<file path="config.mk">
export PLATFORM = sky130hd
export DESIGN_NAME = uart_mem_loader
export DESIGN_NICKNAME = d
export VERILOG_FILES = /design/src/rtl/uart_mem_loader_pkg.sv /design/src/rtl/uart_mem_loader_addr_counter.sv /design/src/rtl/uart_mem_loader.sv
export SDC_FILE = /design/constraint.sdc
export NUM_CORES = 1
export LEC_CHECK = 0
export CAP_MARGIN = 10
export CORE_ASPECT_RATIO = 1.1
export CORE_MARGIN = 8
export CORE_UTILIZATION = 44
export CTS_CLUSTER_DIAMETER = 40
export DETAILED_ROUTE_END_ITERATION = 12
export GPL_TIMING_DRIVEN = 0
export PLACE_DENSITY_LB_ADDON = 0.2
export SKIP_CTS_REPAIR_TIMING = 1
export SYNTH_ARGS = -nofsm -noshare
export SYNTH_HDL_FRONTEND = slang
export SYNTH_HIERARCHICAL = 1
export SYNTH_SLANG_ARGS = --single-unit
</file>
<file path="constraint.sdc">
create_clock -name clk -period 3.5 [get_ports clk]
set_input_delay 0.7 -clock clk [delete_from_list [all_inputs] [get_ports clk]]
set_output_delay 0.7 -clock clk [all_outputs]
set_load 0.02 [all_outputs]
</file>
<file path="src/rtl/uart_mem_loader_pkg.sv">
// Shared types and default sizing for the UART memory loader.
package uart_mem_loader_pkg;

    localparam int unsigned DEF_WORD_SIZE  = 24;
    localparam int unsigned DEF_ADDR_WIDTH = 12;

    typedef enum logic [2:0] {
        IDLE,
        LOAD,
        DUMP_RD,
        DUMP_WAIT,
        DUMP_SEND,
        DUMP_BUSY,
        DUMP_FIN
    } state_e;

endpackage

</file>
<file path="src/rtl/uart_mem_loader_addr_counter.sv">
// Sequential word counter: clear, increment and terminal-count flag.
// One extra bit so a full 2**ADDR_WIDTH run terminates without wrapping.
module mem_addr_counter #(
    parameter int unsigned ADDR_WIDTH = 12,
    parameter int unsigned MEM_DEPTH  = 4096
) (
    input  logic                  clk,
    input  logic                  rst,
    input  logic                  clr,
    input  logic                  inc,
    output logic [ADDR_WIDTH-1:0] addr,
    output logic                  last
);

    localparam logic [ADDR_WIDTH:0] LAST_COUNT = (ADDR_WIDTH + 1)'(MEM_DEPTH - 1);
    localparam logic [ADDR_WIDTH:0] COUNT_ONE  = (ADDR_WIDTH + 1)'(1);

    logic [ADDR_WIDTH:0] count_q;
    logic [ADDR_WIDTH:0] count_d;

    always_comb begin
        count_d = count_q;
        if (clr) begin
            count_d = '0;
        end else if (inc) begin
            count_d = count_q + COUNT_ONE;
        end
    end

    always_ff @(posedge clk) begin
        if (rst) begin
            count_q <= '0;
        end else begin
            count_q <= count_d;
        end
    end

    assign addr = count_q[ADDR_WIDTH-1:0];
    assign last = (count_q == LAST_COUNT);

endmodule

</file>
<file path="src/rtl/uart_mem_loader.sv">
// Sequential memory loader (UART RX -> RAM) and dumper (RAM -> UART TX).
// Optional running checksum enabled by defining UART_MEM_LOADER_CHECKSUM_EN.
module uart_mem_loader
    import uart_mem_loader_pkg::*;
#(
    parameter int unsigned WORD_SIZE  = DEF_WORD_SIZE,
    parameter int unsigned ADDR_WIDTH = DEF_ADDR_WIDTH,
    parameter int unsigned MEM_DEPTH  = 4096
) (
    input  logic                  clk,
    input  logic                  rst,
    input  logic                  start_load,
    input  logic                  start_dump,
    input  logic [WORD_SIZE-1:0]  dataToMem,
    input  logic                  new_rx_data_indicate,
    input  logic                  txReady,
    output logic [WORD_SIZE-1:0]  dataFromMem,
    output logic                  txStart,
    output logic [ADDR_WIDTH-1:0] mem_addr,
    output logic                  mem_wr_en,
    output logic [WORD_SIZE-1:0]  mem_wr_data,
    input  logic [WORD_SIZE-1:0]  mem_rd_data,
    output logic                  busy,
    output logic                  load_done,
    output logic                  dump_done,
    output logic [WORD_SIZE-1:0]  checksum
);

    localparam logic [ADDR_WIDTH-1:0] ADDR_ONE = ADDR_WIDTH'(1);

    state_e                state_q;
    logic [WORD_SIZE-1:0]  data_from_mem_q;
    logic                  tx_start_q;
    logic [ADDR_WIDTH-1:0] mem_addr_q;
    logic                  mem_wr_en_q;
    logic [WORD_SIZE-1:0]  mem_wr_data_q;
    logic                  busy_q;
    logic                  load_done_q;
    logic                  dump_done_q;

    logic                  start_accept;
    logic                  rx_write;
    logic                  cnt_inc;
    logic [ADDR_WIDTH-1:0] cnt_addr;
    logic                  cnt_last;

    assign start_accept = (state_q == IDLE) && (start_load || start_dump);
    assign rx_write     = (state_q == LOAD) && new_rx_data_indicate;
    assign cnt_inc      = rx_write ||
                          ((state_q == DUMP_BUSY) && !txReady && !cnt_last);

    mem_addr_counter #(
        .ADDR_WIDTH (ADDR_WIDTH),
        .MEM_DEPTH  (MEM_DEPTH)
    ) u_counter (
        .clk  (clk),
        .rst  (rst),
        .clr  (start_accept),
        .inc  (cnt_inc),
        .addr (cnt_addr),
        .last (cnt_last)
    );

    // mem_addr is loaded on entry to DUMP_RD so it is already valid throughout
    // DUMP_RD; the RAM's one-cycle read then lands in time for DUMP_WAIT.
    always_ff @(posedge clk) begin
        if (rst) begin
            state_q         <= IDLE;
            data_from_mem_q <= '0;
            tx_start_q      <= 1'b0;
            mem_addr_q      <= '0;
            mem_wr_en_q     <= 1'b0;
            mem_wr_data_q   <= '0;
            busy_q          <= 1'b0;
            load_done_q     <= 1'b0;
            dump_done_q     <= 1'b0;
        end else begin
            tx_start_q  <= 1'b0;
            mem_wr_en_q <= 1'b0;
            load_done_q <= 1'b0;
            dump_done_q <= 1'b0;
            case (state_q)
                IDLE: begin
                    if (start_load) begin
                        state_q <= LOAD;
                        busy_q  <= 1'b1;
                    end else if (start_dump) begin
                        state_q    <= DUMP_RD;
                        busy_q     <= 1'b1;
                        mem_addr_q <= '0;
                    end
                end
                LOAD: begin
                    if (new_rx_data_indicate) begin
                        mem_wr_en_q   <= 1'b1;
                        mem_addr_q    <= cnt_addr;
                        mem_wr_data_q <= dataToMem;
                        if (cnt_last) begin
                            load_done_q <= 1'b1;
                            busy_q      <= 1'b0;
                            state_q     <= IDLE;
                        end
                    end
                end
                DUMP_RD: begin
                    mem_addr_q <= cnt_addr;
                    state_q    <= DUMP_WAIT;
                end
                DUMP_WAIT: begin
                    data_from_mem_q <= mem_rd_data;
                    state_q         <= DUMP_SEND;
                end
                DUMP_SEND: begin
                    if (txReady) begin
                        tx_start_q <= 1'b1;
                        state_q    <= DUMP_BUSY;
                    end
                end
                DUMP_BUSY: begin
                    if (!txReady) begin
                        if (cnt_last) begin
                            state_q <= DUMP_FIN;
                        end else begin
                            mem_addr_q <= cnt_addr + ADDR_ONE;
                            state_q    <= DUMP_RD;
                        end
                    end
                end
                DUMP_FIN: begin
                    if (txReady) begin
                        dump_done_q <= 1'b1;
                        busy_q      <= 1'b0;
                        state_q     <= IDLE;
                    end
                end
                default: begin
                    state_q <= IDLE;
                    busy_q  <= 1'b0;
                end
            endcase
        end
    end

`ifdef UART_MEM_LOADER_CHECKSUM_EN
    logic [WORD_SIZE-1:0] checksum_q;

    always_ff @(posedge clk) begin
        if (rst) begin
            checksum_q <= '0;
        end else if (start_accept) begin
            checksum_q <= '0;
        end else if (rx_write) begin
            checksum_q <= checksum_q + dataToMem;
        end else if (state_q == DUMP_WAIT) begin
            checksum_q <= checksum_q + mem_rd_data;
        end
    end

    assign checksum = checksum_q;
`else
    assign checksum = '0;
`endif

    assign dataFromMem = data_from_mem_q;
    assign txStart     = tx_start_q;
    assign mem_addr    = mem_addr_q;
    assign mem_wr_en   = mem_wr_en_q;
    assign mem_wr_data = mem_wr_data_q;
    assign busy        = busy_q;
    assign load_done   = load_done_q;
    assign dump_done   = dump_done_q;

endmodule

</file>
==> results.md, run 1 <==
* Proportion of synthesized flip-flops having asynchronous set or reset at 0%
* Fin. Hold Viols at 0
* Clock insertion delay at the later pin of the skew report at 0.35 ns
* Number of antenna violations at the first check in global routing at 0
* Share of the yosys chip area belonging to registers at 43.7%
* Via count at 3606
* Class of the most critical hold timing path: reg -> reg
* Post-synthesis instance total at 463
* Cell types occupying the most area after synthesis: sky130_fd_sc_hd__dfxtp_1 (44%), sky130_fd_sc_hd__nand2_1 (11%), sky130_fd_sc_hd__a21oi_1 (8.5%)
* VDD IR max at 0.000260 V
* Pin count of the biggest net entering global routing at 14
* Classification of the worst setup path: in -> reg
* Filler Cells Inserted at 722
* Area occupied by registers at 0.00162 mm²
* Total wire length after detailed routing at 10.5 mm
* Source of the worst register-to-register timing path: u_counter/count_q[0]
* Cell Area, Synth at 0.00371 mm²
* Total number of yosys warnings at 6
* Count of antenna diodes in the layout at 0
* Post-route cell area at 0.00528 mm²
* Worst slack at placement at 0.314 ns
* Dominant register cell in the synthesized netlist: sky130_fd_sc_hd__dfxtp_1
* Category of the worst setup path capture point: flip-flop
* Instance count along the most critical hold path at 2
* Max-slew headroom at 48.2%
* Row Count at 35
* Nets at 671
* Power per cell area at 378 mW/mm²
* Clock buffers created by TritonCTS at 9
* Largest fanout of any net on the critical path at 10
* Critical register-to-register path endpoint: u_counter/count_q[11]
* Avg WL per Cell at 14.4 µm
* Hold worst-path end: mem_wr_data[7]
* Maximum root-to-sink buffer count at 2
* Number of clock sinks at 81
* #FFs+latches synth at 81
* Area growth, synth to finish at 42.2%
* Overall global routing resource usage at 17.6%
* Number of routed nets with antenna violations at 0
* Post-Route Utilization at 63.8%
* Final critical-path required period at 2.86 ns
* Total die area at 0.0116 mm²
* Std-Cell Core Area at 0.00828 mm²
* Total power of the final layout at 2.00 mW
* Number of global-route vias before repair at 3480
* Chip height at 112 µm
* Summed negative setup slack over all endpoints at 0 ns
* Ports at 143
* CP required at 3.78 ns
* Area leader, netlist: sky130_fd_sc_hd__dfxtp_1
* Average footprint of a synthesized cell at 8.02 µm²
* Grt total ovfl at 0
* Final period util at 81.8%
* Leak at 1.93 nW
* Most used standard cell by instance count after synthesis: sky130_fd_sc_hd__nand2_1
* Placement Cell Area at 0.00512 mm²
* Initial drt markers at 137
* CP arrival at 3.14 ns
* Global placer's final weighted congestion at 0.866
* Setup repair after global routing missed its margin: false
* # port buffers at 118
* Count of cells along the worst register-to-register path at 10
* Detailed-route vias per instance at 4.94
* Number of distinct standard cells referenced by the synthesized netlist at 53
* Maximum achievable frequency at 0.349 GHz
* CTS tree: built
* Worst Setup Start Kind: input pin
* Run status: finished, final reports clean
* Proportion of netlist area held by the largest area contributor at 43.7%
* CTS Root Cell: sky130_fd_sc_hd__clkbuf_8
* First-pass GRT wire length at 17.0 mm
* Synth top cells by count: sky130_fd_sc_hd__nand2_1 (113), sky130_fd_sc_hd__dfxtp_1 (81), sky130_fd_sc_hd__a21oi_1 (63), sky130_fd_sc_hd__buf_4 (40), sky130_fd_sc_hd__nor2_1 (17)
* Area of combinational cells with multiple inputs at 0.00175 mm²
* Die X at 104 µm
* Total DRC errors in the routed layout at 0
* Slew Viols, Final at 0
* Router iterations before antenna repair at 4
* Max-Cap Viols at 0
* Worst clock skew at 0.0130 ns
* Clock Pin Slew Worst Setup and Hold Paths at 0.08 ns
* Fraction of final layout cells sized beyond drive strength 1 at 12.0%
* Tightest Pin Transition at 0.770 ns
* Starting density of the core at 44.9%
* Worst Hold Launch: mem_wr_data[7]
* Max H-tree Level at 3
* Final HPWL DP at 8.13 mm
* Count of flip-flops with a built-in enable after synthesis at 0
* Worst reg2reg setup slack at 0.68 ns
* Count of final setup violators at 0
* Setup ws final at 0.638 ns
## state kept, by name, summed over array words and instances (netlist names)
register	count
busy	1
u_counter/count_q	13
dataFromMem	24
mem_wr_en	1
mem_wr_data	24
dump_done	1
state_q	3
txStart	1
mem_addr	12
load_done	1
## worst max-delay path, stage by stage
cell	delay, ns
sky130_fd_sc_hd__clkdlybuf4s50_1	0.54
sky130_fd_sc_hd__or3b_4	0.44
sky130_fd_sc_hd__a21oi_4	0.23
sky130_fd_sc_hd__buf_6	0.18
sky130_fd_sc_hd__buf_2	0.22
sky130_fd_sc_hd__nand4_4	0.16
sky130_fd_sc_hd__or4_1	0.53
sky130_fd_sc_hd__a21oi_1	0.15
## cell type report
class	instances	share of cell area [%]
inverter	8	0.569
clock inverter	6	0.687
sequential	81	30.7
timing repair buffer	118	22.4
clock buffer	9	2.35
multi-input combinational	336	33.2
buffer	61	7.46
tap	111	2.63
## logic make-up (layout without fill, tap and decap cells)
| logic type | Yosys count | count (layout) | synth area share [%] |
|---|---|---|---|
| AND/OR/NAND/NOR | 194 | 194 | 24.3 |
| adder cells (fa/ha/maj) | 2 | 2 | 0.674 |
| other | 1 | 24 | 0.101 |
| multiplexers | 3 | 3 | 0.809 |
| flip-flops | 81 | 81 | 43.7 |
| buffers and inverters | 69 | 202 | 11.4 |
| AO/OA/AOI/OAI | 109 | 109 | 18.1 |
| XOR/XNOR | 4 | 4 | 0.944 |
## report_power, final
part	internal, mW	switching, mW
sequential	0.965	0.0244
clock	0.250	0.327
combinational	0.202	0.227
## per-layer routing
| metal | global-route usage (%) | wire length, µm | vias to the layer above |
|---|---|---|---|
| met5 | 0 | 0 | - |
| met4 | 5.88 | 130 | 0 |
| met3 | 4.41 | 592 | 12 |
| met2 | 31.5 | 5370 | 120 |
| met1 | 19.7 | 4450 | 1629 |
| li1 | - | - | 1845 |
## worst max path at each step
| stage | startpoint | end | slack [ns] | depth (start not counted) |
|---|---|---|---|---|
| 6_report | txReady | u_counter/count_q[11] | 0.64 | 8 |
| 5_1_grt | u_counter/count_q[0] | u_counter/count_q[11] | 0.53 | 10 |
| 4_1_cts | txReady | u_counter/count_q[11] | 0.67 | 8 |
| 3_5_place_dp | txReady | u_counter/count_q[11] | 0.31 | 8 |
| 3_3_place_gp | txReady | u_counter/count_q[11] | 0.36 | 8 |
| 2_1_floorplan | u_counter/count_q[0] | u_counter/count_q[11] | 0.98 | 10 |
## cells in the final DEF (no fill, tap or decap), drive strengths merged, types with 4 or more instances in the layout
cell type      synthesis  final
inv                    8      8
nor2                  18     18
nand3b                 4      4
and3                   4      4
or3                    6      6
nand3                  8      8
o31ai                  7      7
nor4                   5      5
conb                   1     24
dfxtp                 81     81
a21oi                 64     64
clkdlybuf4s50          0    118
o21ai                 10     10
buf                   47     47
nand4                  8      8
clkbuf                14     23
nand2                113    113
nor3                  13     13
clkinv                 0      5
or4                    4      4
a311oi                 6      6
## metrics by stage
step                cells  hold slack, ns
global placement      715           0.441
floorplan             486           0.438
detailed placement    715           0.446
finish                730           0.455
CTS                   730           0.457
global route          730           0.475
Note: power is estimated with default switching activity, not from simulation.
==> run 2: changes to the inputs <==
Clock period 3.5 ns to 2.8 ns, I/O delays scaled along.
==> results.md, run 2 (synthesized netlist as in run 1, its figures left out) <==
* Count of final setup violators at 0 (unchanged)
* Final critical-path required period at 2.61 ns
* Number of antenna violations at the first check in global routing at 0 (unchanged)
* Fraction of final layout cells sized beyond drive strength 1 at 12.0% (+0.019 points)
* Run status: finished, final reports clean
* Number of clock sinks at 81 (unchanged)
* Detailed-route vias per instance at 4.93 (-0.28%)
* Max-Cap Viols at 0 (unchanged)
* Fin. Hold Viols at 0 (unchanged)
* Row Count at 35 (unchanged)
* Internal cell power at 1.77 mW (+25%)
* Global placer's final weighted congestion at 0.866 (unchanged)
* Post-route cell area at 0.00528 mm² (about the same)
* Slew Viols, Final at 0 (unchanged)
* Post-Route Utilization at 63.8% (about the same)
* Leak at 1.92 nW (-0.26%)
* Placement Cell Area at 0.00512 mm² (unchanged)
* Router iterations before antenna repair at 5 (+1)
* CP arrival at 2.89 ns (-0.25 ns)
* Nets at 670 (-0.15%)
* Part of the total power dissipated in combinational logic at 21.5% (about the same)
* Number of global-route vias before repair at 3480 (unchanged)
* Most frequent cells in the layout: sky130_fd_sc_hd__clkdlybuf4s50_1 (118), sky130_fd_sc_hd__nand2_1 (113), sky130_fd_sc_hd__dfxtp_1 (81), sky130_fd_sc_hd__a21oi_1 (63), sky130_fd_sc_hd__buf_4 (40)
* Via count at 3591 (-0.42%)
* Number of routed nets with antenna violations at 0 (unchanged)
* Worst clock skew at 0.0130 ns (-0.0000217 ns)
* Maximum root-to-sink buffer count at 2 (unchanged)
* Ports at 143 (unchanged)
* Clock Pin Slew Worst Setup and Hold Paths at 0.08 ns (about the same)
* Max H-tree Level at 3 (unchanged)
* Worst Setup Start Kind: flip-flop
* Switching Fraction at 29.0% (about the same)
* Timing startpoint of the critical path: u_counter/count_q[0]
* Cell Count, Final, Fillers Out at 729 (-0.14%)
* Placed cell count at 715 (unchanged)
* Total die area at 0.0116 mm² (unchanged)
* Clock insertion delay at the later pin of the skew report at 0.35 ns (about the same)
* Tightest Pin Transition at 0.513 ns (-0.257 ns)
* Area growth, synth to finish at 42.2% (about the same)
* Count of antenna diodes in the layout at 0 (unchanged)
* First-pass GRT wire length at 17.0 mm (unchanged)
* Switching pwr at 0.722 mW (+25%)
* Worst hold slack at 0.455 ns (+0.000410 ns)
* Max-slew headroom at 65.8% (+18 points)
* Final period util at 93.3%
* Initial drt markers at 127 (-7.3%)
* # port buffers at 118 (unchanged)
* Chip height at 112 µm (unchanged)
* Class of the most critical hold timing path: reg -> reg
* Worst Hold Launch: mem_wr_data[7]
* Pin count of the biggest net entering global routing at 14 (unchanged)
* Share of total power in the clock network at 28.9% (about the same)
* Source of the worst register-to-register timing path: u_counter/count_q[0]
* CTS Root Cell: sky130_fd_sc_hd__clkbuf_8
* Avg WL per Cell at 14.5 µm (+0.22%)
* Classification of the worst setup path: reg -> reg
* VDD IR max at 0.000325 V (+25%)
* Die X at 104 µm (unchanged)
* Total wire length after detailed routing at 10.6 mm (about the same)
* Total DRC errors in the routed layout at 0 (unchanged)
* Clock buffers created by TritonCTS at 9 (unchanged)
* Register share of total power at 49.6% (about the same)
* Largest fanout of any net on the critical path at 16 (+6)
* Grt total ovfl at 0 (unchanged)
* Starting density of the core at 44.9% (unchanged)
* Final HPWL DP at 8.13 mm (unchanged)
* Maximum achievable frequency at 0.383 GHz
* Summed negative setup slack over all endpoints at 0 ns (unchanged)
* Power per cell area at 472 mW/mm² (+25%)
* CTS tree: built
* Overall global routing resource usage at 17.6% (unchanged)
* Leading cell type in the layout, fill and taps excluded: sky130_fd_sc_hd__clkdlybuf4s50_1
* CP required at 3.08 ns (-0.70 ns)
* Std-Cell Core Area at 0.00828 mm² (unchanged)
* Category of the worst setup path capture point: flip-flop
* Setup repair after global routing missed its margin: false
==> run 2: cell types whose count changed in the layout (fill, tap and decap cells not counted) <==
cell	before	now
sky130_fd_sc_hd__buf_2	6	5
sky130_fd_sc_hd__nor4_2	0	1
sky130_fd_sc_hd__nor4_1	5	4
==> run 2: power groups by stage <==
stage	sequential, mW	clock (mW)	combinational, mW
detailed placement	1.26	0	0.534
global route	1.25	0.796	0.575
global placement	1.26	0	0.527
CTS	1.24	0.746	0.537
floorplan	1.32	0	0.240
finish	1.24	0.719	0.536
==> run 2: final cells by class <==
| cell class | count | area [µm²] |
|---|---|---|
| Fill cell | 721 | 3000 |
| Clock buffer | 9 | 124 |
| Sequential cell | 81 | 1620 |
| Tap cell | 111 | 139 |
| Clock inverter | 6 | 36.3 |
| Timing Repair Buffer | 118 | 1180 |
| Buffer | 60 | 389 |
| Multi-Input combinational cell | 336 | 1760 |
| Inverter | 8 | 30.0 |
==> run 2: per-layer routing <==
layer / up-vias / GRT usage [%] / wire length (µm)
met5: - / 0 / 0
met4: 0 / 5.88 / 125
met3: 10 / 4.41 / 591
met2: 119 / 31.5 / 5380
met1: 1622 / 19.7 / 4460
li1: 1840 / - / -
==> run 2: per-stage QoR <==
stage | total power [mW] | worst slack [ns]
after global placement | 1.79 | -0.204
after detailed placement | 1.80 | -0.246
after floorplan | 1.56 | 0.284
after global routing | 2.62 | 0.0351
final | 2.49 | 0.186
after CTS | 2.52 | -0.0128
==> run 2: final timing paths <==
kind	end	slack [ns]	cells past startpoint
setup reg to reg	u_counter/count_q[11]	0.19	9
hold / removal	mem_wr_data[7]	0.46	2
hold reg to reg	mem_wr_data[7]	0.46	2
setup / recovery	u_counter/count_q[11]	0.19	9
==> run 2: worst max-delay path, stage by stage (launching register included) <==
cell                       delay (ns)
sky130_fd_sc_hd__dfxtp_1         0.37
sky130_fd_sc_hd__ha_1            0.28
sky130_fd_sc_hd__nand3b_1        0.12
sky130_fd_sc_hd__nor4_2          0.07
sky130_fd_sc_hd__or3b_4          0.42
sky130_fd_sc_hd__a21oi_4         0.23
sky130_fd_sc_hd__buf_6           0.22
sky130_fd_sc_hd__nand4_4         0.15
sky130_fd_sc_hd__or4_1           0.53
sky130_fd_sc_hd__a21oi_1         0.15
==> run 3: changes to the inputs <==
Settings changed: ABC_AREA set to 1, CORE_MARGIN 8 to not set, CORE_UTILIZATION 44 to 45.
==> results.md, run 3 <==
* Run status: finished, final reports clean
* Final critical-path required period at 2.19 ns (-0.428 ns)
* Fin. Hold Viols at 0 (unchanged)
* Largest fanout of any net on the critical path at 10 (-6)
* Total die area at 0.00915 mm² (-21%)
* Die X at 91.3 µm (-12%)
* Number of global-route vias before repair at 3603 (+3.5%)
* Post-Route Utilization at 65.6% (+1.8 points)
* Dominant register cell in the synthesized netlist: sky130_fd_sc_hd__dfxtp_1
* Category of the worst setup path capture point: flip-flop
* Area occupied by registers at 0.00162 mm² (unchanged)
* Class of the most critical hold timing path: reg -> reg
* Power per cell area at 753 mW/mm² (+60%)
* Area growth, synth to finish at 40.4%
* Leak at 2.44 nW (+27%)
* Number of routed nets with antenna violations at 0 (unchanged)
* Worst clock skew at 0.00786 ns (-0.00514 ns)
* Ports at 143 (unchanged)
* Std-Cell Core Area at 0.00845 mm² (+2.1%)
* Max H-tree Level at 3 (unchanged)
* Final period util at 78.0% (-15 points)
* Cell Area, Synth at 0.00395 mm² (+6.3%)
* Worst Setup Start Kind: flip-flop
* Switching Fraction at 40.2% (+11 points)
* Summed negative setup slack over all endpoints at 0 ns (unchanged)
* Maximum achievable frequency at 0.458 GHz (+20%)
* Total DRC errors in the routed layout at 0 (unchanged)
* Number of clock sinks at 81 (unchanged)
* Area of combinational cells with multiple inputs at 0.00185 mm² (+4.9%)
* Grt total ovfl at 0 (unchanged)
* Avg WL per Cell at 11.6 µm (-20%)
* Proportion of synthesized flip-flops having asynchronous set or reset at 0% (unchanged)
* Nets at 791 (+18%)
* Overall global routing resource usage at 22.0% (+4.5 points)
* Final HPWL DP at 7.62 mm (-6.2%)
* Max-Cap Viols at 0 (unchanged)
* Fraction of final layout cells sized beyond drive strength 1 at 11.5% (-0.49 points)
* Total number of yosys warnings at 6 (unchanged)
* CP arrival at 2.42 ns (-0.47 ns)
* Count of antenna diodes in the layout at 0 (unchanged)
* Post-synthesis instance total at 583 (+26%)
* Number of distinct standard cells referenced by the synthesized netlist at 31 (-42%)
* Share of total power in the clock network at 19.4% (-9.5 points)
* Classification of the worst setup path: reg -> reg
* Synth top cells by count: sky130_fd_sc_hd__nor2_1 (160), sky130_fd_sc_hd__nand2_1 (100), sky130_fd_sc_hd__dfxtp_1 (81), sky130_fd_sc_hd__o21ai_0 (47), sky130_fd_sc_hd__inv_1 (43)
* Register share of total power at 35.0% (-15 points)
* Detailed-route vias per instance at 4.66 (-5.5%)
* Clock Pin Slew Worst Setup and Hold Paths at 0.09 ns (about the same)
* Clock insertion delay at the later pin of the skew report at 0.34 ns (about the same)
* Row Count at 35 (unchanged)
* Filler Cells Inserted at 761 (+5.5%)
* Setup repair after global routing missed its margin: false
* Leading cell type in the layout, fill and taps excluded: sky130_fd_sc_hd__nor2_1
* Placed cell count at 835 (+17%)
* Cell Count, Final, Fillers Out at 851 (+17%)
* Clock buffers created by TritonCTS at 9 (unchanged)
* # port buffers at 118 (unchanged)
* Maximum root-to-sink buffer count at 2 (unchanged)
* Count of final setup violators at 0 (unchanged)
* Initial drt markers at 220 (+73%)
* Total power of the final layout at 4.17 mW (+67%)
* Number of antenna violations at the first check in global routing at 0 (unchanged)
* Via count at 3962 (+10%)
* Part of the total power dissipated in combinational logic at 45.6% (+24 points)
* CTS tree: built
* Count of flip-flops with a built-in enable after synthesis at 0 (unchanged)
* CP required at 3.04 ns (-0.04 ns)
* Pin count of the biggest net entering global routing at 16 (+2)
* Share of the yosys chip area belonging to registers at 41.1% (-2.6 points)
* Switching pwr at 1.68 mW (+130%)
* Cell types occupying the most area after synthesis: sky130_fd_sc_hd__dfxtp_1 (41%), sky130_fd_sc_hd__nor2_1 (15%), sky130_fd_sc_hd__nand2_1 (9.5%)
* Chip height at 100 µm (-11%)
* Router iterations before antenna repair at 5 (unchanged)
* Starting density of the core at 46.7% (+1.9 points)
* VDD IR max at 0.000433 V (+33%)
* Area leader, netlist: sky130_fd_sc_hd__dfxtp_1
* CTS Root Cell: sky130_fd_sc_hd__clkbuf_8
* Average footprint of a synthesized cell at 6.77 µm² (-16%)
* Total wire length after detailed routing at 9.85 mm (-6.7%)
* Worst slack at placement at 0.351 ns (+0.598 ns)
* Setup ws final at 0.615 ns (+0.428 ns)
* First-pass GRT wire length at 16.4 mm (-3.9%)
* Most frequent cells in the layout: sky130_fd_sc_hd__nor2_1 (160), sky130_fd_sc_hd__clkdlybuf4s50_1 (118), sky130_fd_sc_hd__nand2_1 (100), sky130_fd_sc_hd__dfxtp_1 (81), sky130_fd_sc_hd__o21ai_0 (47)
* Proportion of netlist area held by the largest area contributor at 41.1% (-2.6 points)
* Global placer's final weighted congestion at 0.941 (+8.6%)
* Most used standard cell by instance count after synthesis: sky130_fd_sc_hd__nor2_1
* Slew Viols, Final at 0 (unchanged)
* Internal cell power at 2.50 mW (+41%)
* #FFs+latches synth at 81 (unchanged)
[run 3: cell types whose count changed in the layout (fill, tap and decap cells not counted), moves of 7 or more]
cell / change
sky130_fd_sc_hd__a21oi_1: -47
sky130_fd_sc_hd__nor2_1: +143
sky130_fd_sc_hd__o21ai_0: +37
sky130_fd_sc_hd__o31ai_1: -7
sky130_fd_sc_hd__o21ai_1: +14
sky130_fd_sc_hd__inv_1: +35
sky130_fd_sc_hd__inv_2: +8
sky130_fd_sc_hd__nand3_1: +16
sky130_fd_sc_hd__nor3_1: -8
sky130_fd_sc_hd__nand2_1: -13
[run 3: critical path, stage by stage, from the launching register on]
cell	delay [ns]
sky130_fd_sc_hd__dfxtp_1	0.30
sky130_fd_sc_hd__buf_2	0.18
sky130_fd_sc_hd__inv_4	0.11
sky130_fd_sc_hd__nand2_1	0.05
sky130_fd_sc_hd__nor2_1	0.16
sky130_fd_sc_hd__nand2_2	0.15
sky130_fd_sc_hd__clkbuf_1	0.25
sky130_fd_sc_hd__nand2_1	0.24
sky130_fd_sc_hd__inv_1	0.14
sky130_fd_sc_hd__nor2_1	0.23
sky130_fd_sc_hd__nand2_1	0.10
sky130_fd_sc_hd__nand2_1	0.08
sky130_fd_sc_hd__a21oi_1	0.07
[run 3: power groups by stage]
stage / combinational (mW) / sequential (mW) / clock, mW
after global placement: 1.88 / 1.48 / 0
after global routing: 2.12 / 1.49 / 0.886
after floorplan: 1.03 / 1.70 / 0
after CTS: 1.91 / 1.46 / 0.834
after detailed placement: 1.90 / 1.49 / 0
final: 1.90 / 1.46 / 0.811
[run 3: cell families after synthesis]
group | count (synthesis) | share of synthesized area, %
xor gates and xnor gates | 1 | 0.222
other | 1 | 0.0950
buffers and inverters | 108 | 14.4
and+or+nand+nor | 309 | 33.0
DFF | 81 | 41.1
AOI/OAI and AO/OA | 81 | 10.6
adders and majority gates | 2 | 0.634
[run 3: area by class of cell]
type                            count  share of cell area, %
Clock inverter                      6                  0.925
Inverter                           53                   3.63
Buffer                             55                   6.59
Multi-Input combinational cell    417                   33.3
Sequential cell                    81                   29.2
Clock buffer                       10                   2.48
Timing Repair Buffer              118                   21.3
Tap cell                          111                   2.51
[run 3: final timing paths]
path                            startpoint                    to  slack, ns  depth (start not counted)
worst max-delay path            state_q[1]  u_counter/count_q[5]       0.61                         12
worst min-delay path                  busy                  busy       0.45                          2
worst max register to register  state_q[1]  u_counter/count_q[5]       0.61                         12
worst min register to register        busy                  busy       0.45                          2
[run 3: metrics by stage]
step / hold WS, ns / cell area, µm²
finish: 0.454 / 5540
global route: 0.482 / 5540
CTS: 0.458 / 5540
detailed placement: 0.444 / 5360
global placement: 0.440 / 5360
floorplan: 0.471 / 4040
[run 3: metal layers]
layer,GRT usage [%],up-vias,part of all wire [%]
met5,0,-,0
met4,7.45,0,1.5
met3,4.62,11,5.5
met2,39.3,119,49
met1,26.3,1766,44
li1,-,2066,-
